===== src/rtl/fnd_scan_controller_if.sv =====
// fnd_scan_controller_if
// Bundles the FND controller's data/control inputs and display outputs.
//   i_en        display enable (0 blanks outputs; scanning continues)
//   i_load      one-cycle strobe capturing i_value / i_dp
//   i_value     packed nibbles, nibble k = digit k, digit 0 rightmost
//   i_dp        per-digit decimal point request, 1 = lit
//   o_digit     active-low one-hot digit select
//   o_font      active-low segments {dp,g,f,e,d,c,b,a}
//   o_scan_tick one-cycle pulse in the cycle the digit index advances
// master: the side that supplies data (datapath / bench); slave: the controller.
// NUM_DIGITS must match the controller's NUM_DIGITS.
interface fnd_scan_controller_if #(
  parameter int NUM_DIGITS = 4
);
  logic                    i_en;
  logic                    i_load;
  logic [4*NUM_DIGITS-1:0] i_value;
  logic [NUM_DIGITS-1:0]   i_dp;
  logic [NUM_DIGITS-1:0]   o_digit;
  logic [7:0]              o_font;
  logic                    o_scan_tick;

  modport master (
    output i_en, i_load, i_value, i_dp,
    input  o_digit, o_font, o_scan_tick
  );

  modport slave (
    input  i_en, i_load, i_value, i_dp,
    output o_digit, o_font, o_scan_tick
  );
endinterface


===== src/rtl/fnd_scan_controller.sv =====
// fnd_scan_controller
// Time-multiplexed 7-segment display controller for NUM_DIGITS digits.
// Captures a packed hex/BCD word plus decimal points into shadow registers
// on i_load and scans one digit per CLK_DIV-clock slot, driving registered
// active-low digit selects and segment font.
// Ports:
//   clk   system clock, rising edge
//   reset asynchronous active-high reset
//   bus   fnd_scan_controller_if.slave (i_en, i_load, i_value, i_dp in;
//         o_digit, o_font, o_scan_tick out)
// Parameters: NUM_DIGITS (2..8), CLK_DIV (>= 2, clocks per digit slot).
// Optional feature: define FND_LEADING_ZERO_BLANK_EN for leading-zero
// suppression (digit 0 always lit; a zero digit with dp set stays lit).
module fnd_scan_controller #(
  parameter int NUM_DIGITS = 4,
  parameter int CLK_DIV    = 100000
) (
  input logic                clk,
  input logic                reset,
  fnd_scan_controller_if.slave bus
);

  localparam int IDX_W = $clog2(NUM_DIGITS);
  localparam int PRE_W = $clog2(CLK_DIV);

  localparam logic [PRE_W-1:0] PRE_LAST   = PRE_W'(CLK_DIV - 1);
  localparam logic [PRE_W-1:0] PRE_PENULT = PRE_W'(CLK_DIV - 2);
  localparam logic [IDX_W-1:0] IDX_LAST   = IDX_W'(NUM_DIGITS - 1);

  logic [PRE_W-1:0]           pre;
  logic [IDX_W-1:0]           idx;
  logic [NUM_DIGITS-1:0][3:0] val_q;
  logic [NUM_DIGITS-1:0]      dp_q;

  logic [NUM_DIGITS-1:0]      blank;
  logic [NUM_DIGITS-1:0]      digit_nx;
  logic [7:0]                 font_nx;

  logic [NUM_DIGITS-1:0]      digit_q;
  logic [7:0]                 font_q;
  logic                       tick_q;

  function automatic logic [7:0] font_of(input logic [3:0] n);
    logic [7:0] f;
    case (n)
      4'h0:    f = 8'hC0;
      4'h1:    f = 8'hF9;
      4'h2:    f = 8'hA4;
      4'h3:    f = 8'hB0;
      4'h4:    f = 8'h99;
      4'h5:    f = 8'h92;
      4'h6:    f = 8'h82;
      4'h7:    f = 8'hF8;
      4'h8:    f = 8'h80;
      4'h9:    f = 8'h90;
      4'hA:    f = 8'h88;
      4'hB:    f = 8'h83;
      4'hC:    f = 8'hC6;
      4'hD:    f = 8'hA1;
      4'hE:    f = 8'h86;
      default: f = 8'h8E;
    endcase
    return f;
  endfunction

`ifdef FND_LEADING_ZERO_BLANK_EN
  // Walk from the most significant digit down; a digit is blanked only
  // while every digit above it is blanked too. Digit 0 is never visited.
  always_comb begin
    logic higher;
    blank  = '0;
    higher = 1'b1;
    for (int unsigned k = NUM_DIGITS - 1; k >= 1; k--) begin
      blank[k] = higher && (val_q[k] == 4'h0) && !dp_q[k];
      higher   = blank[k];
    end
  end
`else
  always_comb begin
    blank = '0;
  end
`endif

  always_comb begin
    digit_nx = '1;
    font_nx  = 8'hFF;
    if (bus.i_en && !blank[idx]) begin
      digit_nx = ~(NUM_DIGITS'(1) << idx);
      font_nx  = font_of(val_q[idx]);
      if (dp_q[idx]) begin
        font_nx[7] = 1'b0;
      end
    end
  end

  always_ff @(posedge clk or posedge reset) begin
    if (reset) begin
      pre     <= '0;
      idx     <= '0;
      val_q   <= '0;
      dp_q    <= '0;
      digit_q <= '1;
      font_q  <= 8'hFF;
      tick_q  <= 1'b0;
    end else begin
      if (pre == PRE_LAST) begin
        pre <= '0;
        idx <= (idx == IDX_LAST) ? '0 : idx + 1'b1;
      end else begin
        pre <= pre + 1'b1;
      end
      if (bus.i_load) begin
        val_q <= bus.i_value;
        dp_q  <= bus.i_dp;
      end
      // Registered tick: set one edge early so it is high while pre sits at CLK_DIV-1.
      tick_q  <= (pre == PRE_PENULT);
      digit_q <= digit_nx;
      font_q  <= font_nx;
    end
  end

  assign bus.o_digit     = digit_q;
  assign bus.o_font      = font_q;
  assign bus.o_scan_tick = tick_q;

endmodule


===== src/flat_wrapper.sv =====
// flat-port wrapper written by rule: the top's interface ports become plain ports
module fnd_scan_controller_flat 
#(
  parameter int NUM_DIGITS = 4,
  parameter int CLK_DIV    = 100000
)
  (clk, reset, bus_i_en, bus_i_load, bus_i_value, bus_i_dp, bus_o_digit, bus_o_font, bus_o_scan_tick);
  fnd_scan_controller_if #(.NUM_DIGITS(NUM_DIGITS)) bus_i ();
  input logic clk;
  input logic reset;
  input wire logic [$bits(bus_i.i_en)-1:0] bus_i_en;
  input wire logic [$bits(bus_i.i_load)-1:0] bus_i_load;
  input wire logic [$bits(bus_i.i_value)-1:0] bus_i_value;
  input wire logic [$bits(bus_i.i_dp)-1:0] bus_i_dp;
  output wire logic [$bits(bus_i.o_digit)-1:0] bus_o_digit;
  output wire logic [$bits(bus_i.o_font)-1:0] bus_o_font;
  output wire logic [$bits(bus_i.o_scan_tick)-1:0] bus_o_scan_tick;
  assign bus_i.i_en = bus_i_en;
  assign bus_i.i_load = bus_i_load;
  assign bus_i.i_value = bus_i_value;
  assign bus_i.i_dp = bus_i_dp;
  assign bus_o_digit = bus_i.o_digit;
  assign bus_o_font = bus_i.o_font;
  assign bus_o_scan_tick = bus_i.o_scan_tick;
  fnd_scan_controller #(.NUM_DIGITS(NUM_DIGITS), .CLK_DIV(CLK_DIV)) u_core (.clk(clk), .reset(reset), .bus(bus_i));
endmodule

===== config.mk =====
export PLATFORM = sky130hd
export DESIGN_NAME = fnd_scan_controller_flat
export DESIGN_NICKNAME = d
export VERILOG_FILES = /design/src/rtl/fnd_scan_controller_if.sv /design/src/rtl/fnd_scan_controller.sv /design/src/flat_wrapper.sv
export SDC_FILE = /design/constraint.sdc
export NUM_CORES = 1
export LEC_CHECK = 0
export ABC_CLOCK_PERIOD_IN_PS = 2800
export CELL_PAD_IN_SITES_DETAIL_PLACEMENT = 0
export CELL_PAD_IN_SITES_GLOBAL_PLACEMENT = 1
export CORE_MARGIN = 2
export CORE_UTILIZATION = 47
export DETAILED_ROUTE_END_ITERATION = 16
export PLACE_DENSITY = 0.86
export SETUP_SLACK_MARGIN = 0.2
export SYNTH_ARGS = -nofsm -noshare
export SYNTH_HDL_FRONTEND = slang
export SYNTH_SLANG_ARGS = --single-unit

===== constraint.sdc =====
create_clock -name clk -period 2.8 [get_ports clk]
set_input_delay 0.7 -clock clk [delete_from_list [all_inputs] [get_ports clk]]
set_output_delay 0.7 -clock clk [all_outputs]
set_load 0.03 [all_outputs]

==> flow_summary_export.csv, run 1 <==
group,metric,value,unit
floorplanning,die_w,76.59,um
timing,timing.fmax,456.5,MHz
placement,routabilityCongestion,0.8350,
global_routing,grt_max_degree,22,
cts,cts_tree,"done",
synth,yosysTopAreaCell,"dfrtp_1",
global_routing,grt_pass1_wl,7.486,mm
cts,clock_latency,0.30,ns
timing,rsz0062_at_grt,"false",
routing,vias,1554,
cells_and_area,drive_above_1_share,0.2328,
cts,cts_made_buffers,5,
global_routing,antenna_found_initial,0,
critical_path,critPathBufInv,1,
synth,yosysSeqAreaShare,0.5316,
routing,finalWirelength,4.218,mm
critical_path,path_class,"reg -> out",
critical_path,critical_path.top_delay_family,"buffers and inverters",
synth,synth_cell_types,37,
critical_path,critPathRequiredTime,2.10,ns
critical_path,cp-end-kind,"output port",
global_routing,grt-ovfl-total,0,
synth,ys_ff_latch,52,
routing,drt_pass1_iterations,4,
power_and_ir_drop,peakVddDrop,308.2,uV
cells_and_area,fin_cells,302,
cts,clockBufferDepth,2,
cts,cts_num_sinks,52,
critical_path,cp_slowest_stage_delay,0.66,ns
synth,synth_top_area_frac,0.4042,
routing,viasPerCell,5.146,
cts,htree_levels,2,
timing,min_period,2.191,ns
critical_path,path_max_fanout,1,
floorplanning,dieArea,5865,sq um
floorplanning,coreArea,5107,sq um
placement,io_buffers,36,
routing,wl_met2,2.114,mm
cts,clkTransAtPathRegs,0.09,ns
power_and_ir_drop,powerDensity,568.1,nW/um^2
timing,tns,0,ns
placement,dpl-instance-area,2894,sq um
cells_and_area,antenna_cells,0,
global_routing,first_global_vias,1588,
cts,cts_root_buf,"clkbuf_8",
timing,fin_crit_sh,0.7824,
worst_hold_path,hp-class,"reg -> reg",
placement,dpl.cell_count,294,
worst_hold_path,min_path_cells,1,
routing,route.detailed.drc,0,
critical_path,arrival,1.49,ns
run_status,status,"complete, no violations",
routing,wl_per_cell,13.97,um
placement,dp_hpwl,3.105,mm
cts,cts_hold_buffers,0,
synth,syn_nets,230,
routing,topRoutingLayerUsed,"met4",
timing,setup_violations,0,
cells_and_area,nets,267,
timing,finalHoldViolCount,0,
timing,tightest_slew,0.6631,ns
global_routing,grt.total_usage,0.1615,
critical_path,path_depth,1,
cells_and_area,design_area,3053,sq um
critical_path,crit_chain,"clkdlybuf4s50_1",
timing,relSlewSlack,0.5546,
power_and_ir_drop,p_leak,0.001321,uW
synth,ys_warn_count,0,
cts,cts_resized,0,
routing,drt_iter0_drc,64,
routing,drt-met1-wl,1.957,mm
synth,syn_inst,194,
timing,drv_slew,0,
critical_path,cpMaxStageDelayCell,"clkdlybuf4s50_1",
synth,netlist_area,2476,sq um
floorplanning,io_pins,37,
floorplanning,num_rows,26,
cells_and_area,syn2layout_area_growth,23.29,%
critical_path,reg2reg_slack,0.61,ns
timing,finalClockSkew,0.005814,ns
synth,synthesis.area_per_instance,12.76,sq um
routing,ant_nets,0,
cts,postCtsSetupBuffers,0,
routing,wl_met3,104,um
critical_path,start_kind,"register",
critical_path,rr_worst_depth,7,
floorplanning,initial_core_util,0.4848,
synth,synth_top_cells_by_area,"dfrtp_1, dfstp_2, mux2_2",
timing,whs,0.5089,ns
flow_run,max-cap-violations,0,
floorplanning,die_y,76.59,um
[power by group]
group	switching [uW]	total, uW	internal (uW)
Clock	241	687	447
Sequential	18.3	822	804
Combinational	110	225	115
Total	369	1730	1370
[final cells by class]
class | count | area [sq um]
Timing Repair Buffer | 39 | 382.9
Tap cell | 70 | 87.58
Inverter | 7 | 26.28
Clock buffer | 5 | 68.82
Multi-Input combinational cell | 126 | 1081
Clock inverter | 3 | 90.09
Sequential cell | 52 | 1316
Fill cell | 430 | 2054
[final timing paths]
path | end | from
max in group asynchronous | u_core.pre[7] | reset
setup reg to reg | u_core.bus.o_font[3] | u_core.idx[0]
hold reg to reg | u_core.pre[0] | u_core.pre[0]
hold / removal | u_core.pre[0] | u_core.pre[0]
min in group asynchronous | u_core.val_q[2] | reset
setup / recovery | bus_o_font[6] | u_core.bus.o_font[6]
[synthesized netlist by cell type]
cell type	instances
dfrtp_1	40
mux2_2	21
nor2_1	13
dfstp_2	12
ha_1	12
nand2_1	12
nand3_1	10
xor2_1	9
inv_1	7
mux4_2	5
nand4_1	5
clkbuf_1	4
o211ai_1	4
xnor2_1	4
a21oi_1	3
and3_1	3
and2_1	2
and4_1	2
buf_2	2
buf_6	2
mux2_1	2
mux2_4	2
mux2i_1	2
o21ai_0	2
o311ai_1	2
a31oi_1	1
clkbuf_2	1
nand4b_1	1
nor3b_1	1
nor4_1	1
nor4_4	1
nor4b_1	1
o21ai_1	1
o31ai_1	1
or3_1	1
or4_1	1
or4b_4	1
[kinds of logic (layout without fill, tap and decap cells)]
kind of cell    after synthesis  after routing  share of synthesized area
simple gates                 55             55                     0.1228
flops                        52             52                     0.5316
fa+ha+maj                    12             12                    0.06064
buf+inv                      16             54                    0.03183
xor+xnor                     13             13                    0.04598
compound gates               14             14                    0.03689
mux                          32             32                     0.1703
[layout by cell type, fill, tap and decap left out, types with 6 or more instances in the layout]
cell             count
clkdlybuf4s50_1     36
dfrtp_1             40
dfstp_2             12
ha_1                12
inv_1                6
mux2_2              21
nand2_1             12
nand3_1             10
nor2_1              13
xor2_1               9
[through the flow]
| stage | power (uW) | util | setup slack, ns |
|---|---|---|---|
| floorplan | 975.7 | - | 0.8620 |
| global placement | 1057 | 0.5666 | 0.6619 |
| detailed placement | 1065 | 0.5666 | 0.5913 |
| CTS | 1753 | 0.5977 | 0.5690 |
| global route | 1806 | 0.5977 | 0.4454 |
| finish | 1734 | 0.5977 | 0.6092 |
[per-layer routing]
metal  GRT usage  vias up
met5           0        -
met4     0.05818        0
met2      0.2619       28
li1            -      762
met1      0.2207      757
met3     0.02607        7
[flip-flops by register name (all words and copies together), names as in the netlist]
name and flops:
u_core.bus.o_digit 4, u_core.pre 17, u_core.bus.o_font 8, u_core.idx 2, u_core.bus.o_scan_tick 1, u_core.val_q 16
u_core.dp_q 4
Note: power is estimated with default switching activity, not from simulation.
==> run 2, diff against run 1 <==
--- a/config.mk
+++ b/config.mk
@@ -5,13 +5,13 @@
 export SDC_FILE = /design/constraint.sdc
 export NUM_CORES = 1
 export LEC_CHECK = 0
-export ABC_CLOCK_PERIOD_IN_PS = 2800
+export ABC_CLOCK_PERIOD_IN_PS = 1800
 export CELL_PAD_IN_SITES_DETAIL_PLACEMENT = 0
 export CELL_PAD_IN_SITES_GLOBAL_PLACEMENT = 1
 export CORE_MARGIN = 2
-export CORE_UTILIZATION = 47
+export CORE_UTILIZATION = 39
 export DETAILED_ROUTE_END_ITERATION = 16
-export PLACE_DENSITY = 0.86
+export PLACE_DENSITY = 0.76
 export SETUP_SLACK_MARGIN = 0.2
 export SYNTH_ARGS = -nofsm -noshare
 export SYNTH_HDL_FRONTEND = slang
==> constraint.sdc (replaced) <==
create_clock -name clk -period 1.8 [get_ports clk]
set_input_delay 0.45 -clock clk [delete_from_list [all_inputs] [get_ports clk]]
set_output_delay 0.45 -clock clk [all_outputs]
set_load 0.03 [all_outputs]
==> run 2 against run 1 <==
  * Count of clock-buffer cells in the layout did not move
  * Clock skew rose by 0.0032 ns
  * Utilization fell by 4.8 points
  * Design area rose by 12%
  * Power rose by 54%
  * Worst setup slack got worse by 0.59 ns
  * Highest routed layer unchanged
  * Routed wire length rose by 15%
  * Global-route usage fell by 1.6 points
  * Clock power rose by 40%
  * Non-clock buffer count rose by 30
==> flow_summary_export.csv, run 2 (synthesized netlist as in run 1, its figures left out) <==
group,metric,value,unit
cells_and_area,nets,297,
critical_path,r2r-end,"u_core.bus.o_font[3]",
timing,setup_violations,0,
timing,timing.fmax,561.1,MHz
critical_path,cp_slowest_stage_delay,0.61,ns
cts,clkTransAtPathRegs,0.10,ns
critical_path,rr_worst_depth,6,
global_routing,grt_max_degree,29,
worst_hold_path,hold_start,"u_core.dp_q[2]",
cells_and_area,postLayoutCoreUtil,0.5501,
critical_path,cpMaxStageDelayCell,"mux4_2",
flow_run,max-cap-violations,0,
power_and_ir_drop,p_leak,0.001482,uW
routing,viasPerCell,5.009,
power_and_ir_drop,p_clk_frac,0.360,
cells_and_area,drive_above_1_share,0.4695,
placement,dpl.cell_count,318,
cells_and_area,largest_reg_flops,17,
placement,io_buffers,36,
placement,dp_hpwl,3.424,mm
critical_path,cp-end-kind,"register",
routing,route.detailed.drc,0,
cells_and_area,syn2layout_area_growth,38.66,%
cts,clockBufferDepth,2,
placement,routabilityCongestion,0.8102,
floorplanning,dieArea,7002,sq um
critical_path,crit_chain,"mux4_2 -> inv_2 -> ha_4 -> mux2i_1 -> nor3b_1 -> a31oi_1",
critical_path,path_depth,6,
floorplanning,die_w,83.68,um
timing,finalHoldViolCount,0,
cells_and_area,multi_input_area,1230,sq um
routing,finalWirelength,4.862,mm
global_routing,grt.met2_usage,0.2276,
floorplanning,die_y,83.68,um
timing,fin_crit_sh,0.9902,
power_and_ir_drop,p_sw,631.6,uW
floorplanning,io_pins,37,
timing,drv_slew,0,
worst_hold_path,hold_end,"u_core.dp_q[2]",
timing,tightest_slew,0.3004,ns
timing,relSlewSlack,0.7979,
placement,pre_cts_slack,-0.05185,ns
worst_hold_path,min_path_cells,1,
cts,cts_root_buf,"clkbuf_8",
power_and_ir_drop,powerDensity,777.1,nW/um^2
cells_and_area,fin_cells,339,
power_and_ir_drop,peakVddDrop,414.9,uV
cts,cts_num_sinks,52,
routing,drt_iter0_drc,50,
global_routing,grt.total_usage,0.1451,
global_routing,use_met1,0.2053,
cts,clock_latency,0.30,ns
cts,cts_hold_buffers,0,
power_and_ir_drop,seq_power_share,0.479,
global_routing,grtUsageMet3,0.02671,
floorplanning,coreArea,6241,sq um
cells_and_area,fillers,548,
global_routing,first_global_vias,1721,
routing,ant_nets,0,
power_and_ir_drop,p_int,2036,uW
timing,tns,0,ns
global_routing,antenna_found_initial,0,
cells_and_area,regArea,1318,sq um
cts,htree_levels,2,
critical_path,r2r-start,"u_core.idx[0]",
cts,cts_made_buffers,5,
timing,whs,0.5118,ns
cells_and_area,antenna_cells,0,
global_routing,top_usage_layer,"met2",
timing,finalClockSkew,0.009052,ns
critical_path,path_max_fanout,5,
critical_path,arrival,2.02,ns
cts,cts_tree,"done",
routing,drt_pass1_iterations,4,
routing,vias,1698,
global_routing,grt_pass1_wl,8.300,mm
timing,layout_setup_ws,0.01768,ns
power_and_ir_drop,sw_frac_of_total,0.2367,
timing,rsz0062_at_grt,"true",
floorplanning,initial_core_util,0.3968,
cells_and_area,regMostFlops,"u_core.pre",
critical_path,start_kind,"register",
critical_path,critPathRequiredTime,2.04,ns
floorplanning,num_rows,29,
cells_and_area,mostFrequentLayoutCell,"dfrtp_1",
cells_and_area,layout_common_cells,"dfrtp_1, buf_4, clkdlybuf4s50_1, mux2_2, dfstp_2",
critical_path,critPathBufInv,1,
critical_path,critical_path.top_delay_family,"multiplexers",
critical_path,reg2reg_slack,0.02,ns
power_and_ir_drop,pwr-share-comb,0.161,
run_status,status,"complete, no violations",
timing,min_period,1.782,ns
critical_path,path_class,"reg -> reg",
global_routing,grt-ovfl-total,0,
routing,wl_per_cell,14.34,um
worst_hold_path,hp-class,"reg -> reg",
-- run 2: through the flow --
stage	total power [uW]	instance area (sq um)
global route	2791	3433
detailed placement	1693	3070
global placement	1688	3070
floorplan	1520	2491
CTS	2683	3346
finish	2668	3433
-- run 2: worst max path at each step --
stage / from / endpoint / slack [ns]
final: u_core.idx[0] / u_core.bus.o_font[3] / 0.02
after global routing: u_core.idx[0] / u_core.bus.o_font[6] / -0.08
after CTS: u_core.idx[0] / u_core.bus.o_font[3] / 0.02
after detailed placement: u_core.idx[0] / u_core.bus.o_font[3] / -0.05
after global placement: u_core.idx[0] / u_core.bus.o_font[5] / 0.005
after floorplan: u_core.idx[0] / u_core.bus.o_font[5] / 0.007
-- run 2: metal layers --
layer | part of all wire | wire length [um] | up-vias
li1 | - | - | 823
met1 | 0.49 | 2395 | 844
met2 | 0.47 | 2297 | 29
met3 | 0.026 | 127 | 2
met4 | 0.0084 | 41 | 0
met5 | 0 | 0 | -
-- run 2: final cells by class --
class                   count  share of cell area
repair buffers             69              0.1804
flip-flops and latches     52              0.3837
multi-input cells         126              0.3582
well taps                  77             0.02806
clock inverters             3             0.02004
clock buffers               5             0.02004
inverters                   7            0.009475
-- run 2: power groups by stage --
stage / clock, uW / sequential (uW) / combinational (uW)
2_1_floorplan: 0 / 1340 / 178
3_3_place_gp: 0 / 1300 / 384
3_5_place_dp: 0 / 1300 / 391
4_1_cts: 981 / 1280 / 421
5_1_grt: 1040 / 1290 / 464
6_report: 961 / 1280 / 428
-- run 2: what timing repair did --
item | 4_1_cts | 5_1_grt
hold endpoints to repair | 0 | 0
endpoints found under the setup margin | 31 | 27
pin swaps | 7 | 9
setup buffers | 8 | 4
resized for setup | 48 | 41
gates cloned | 0 | 1
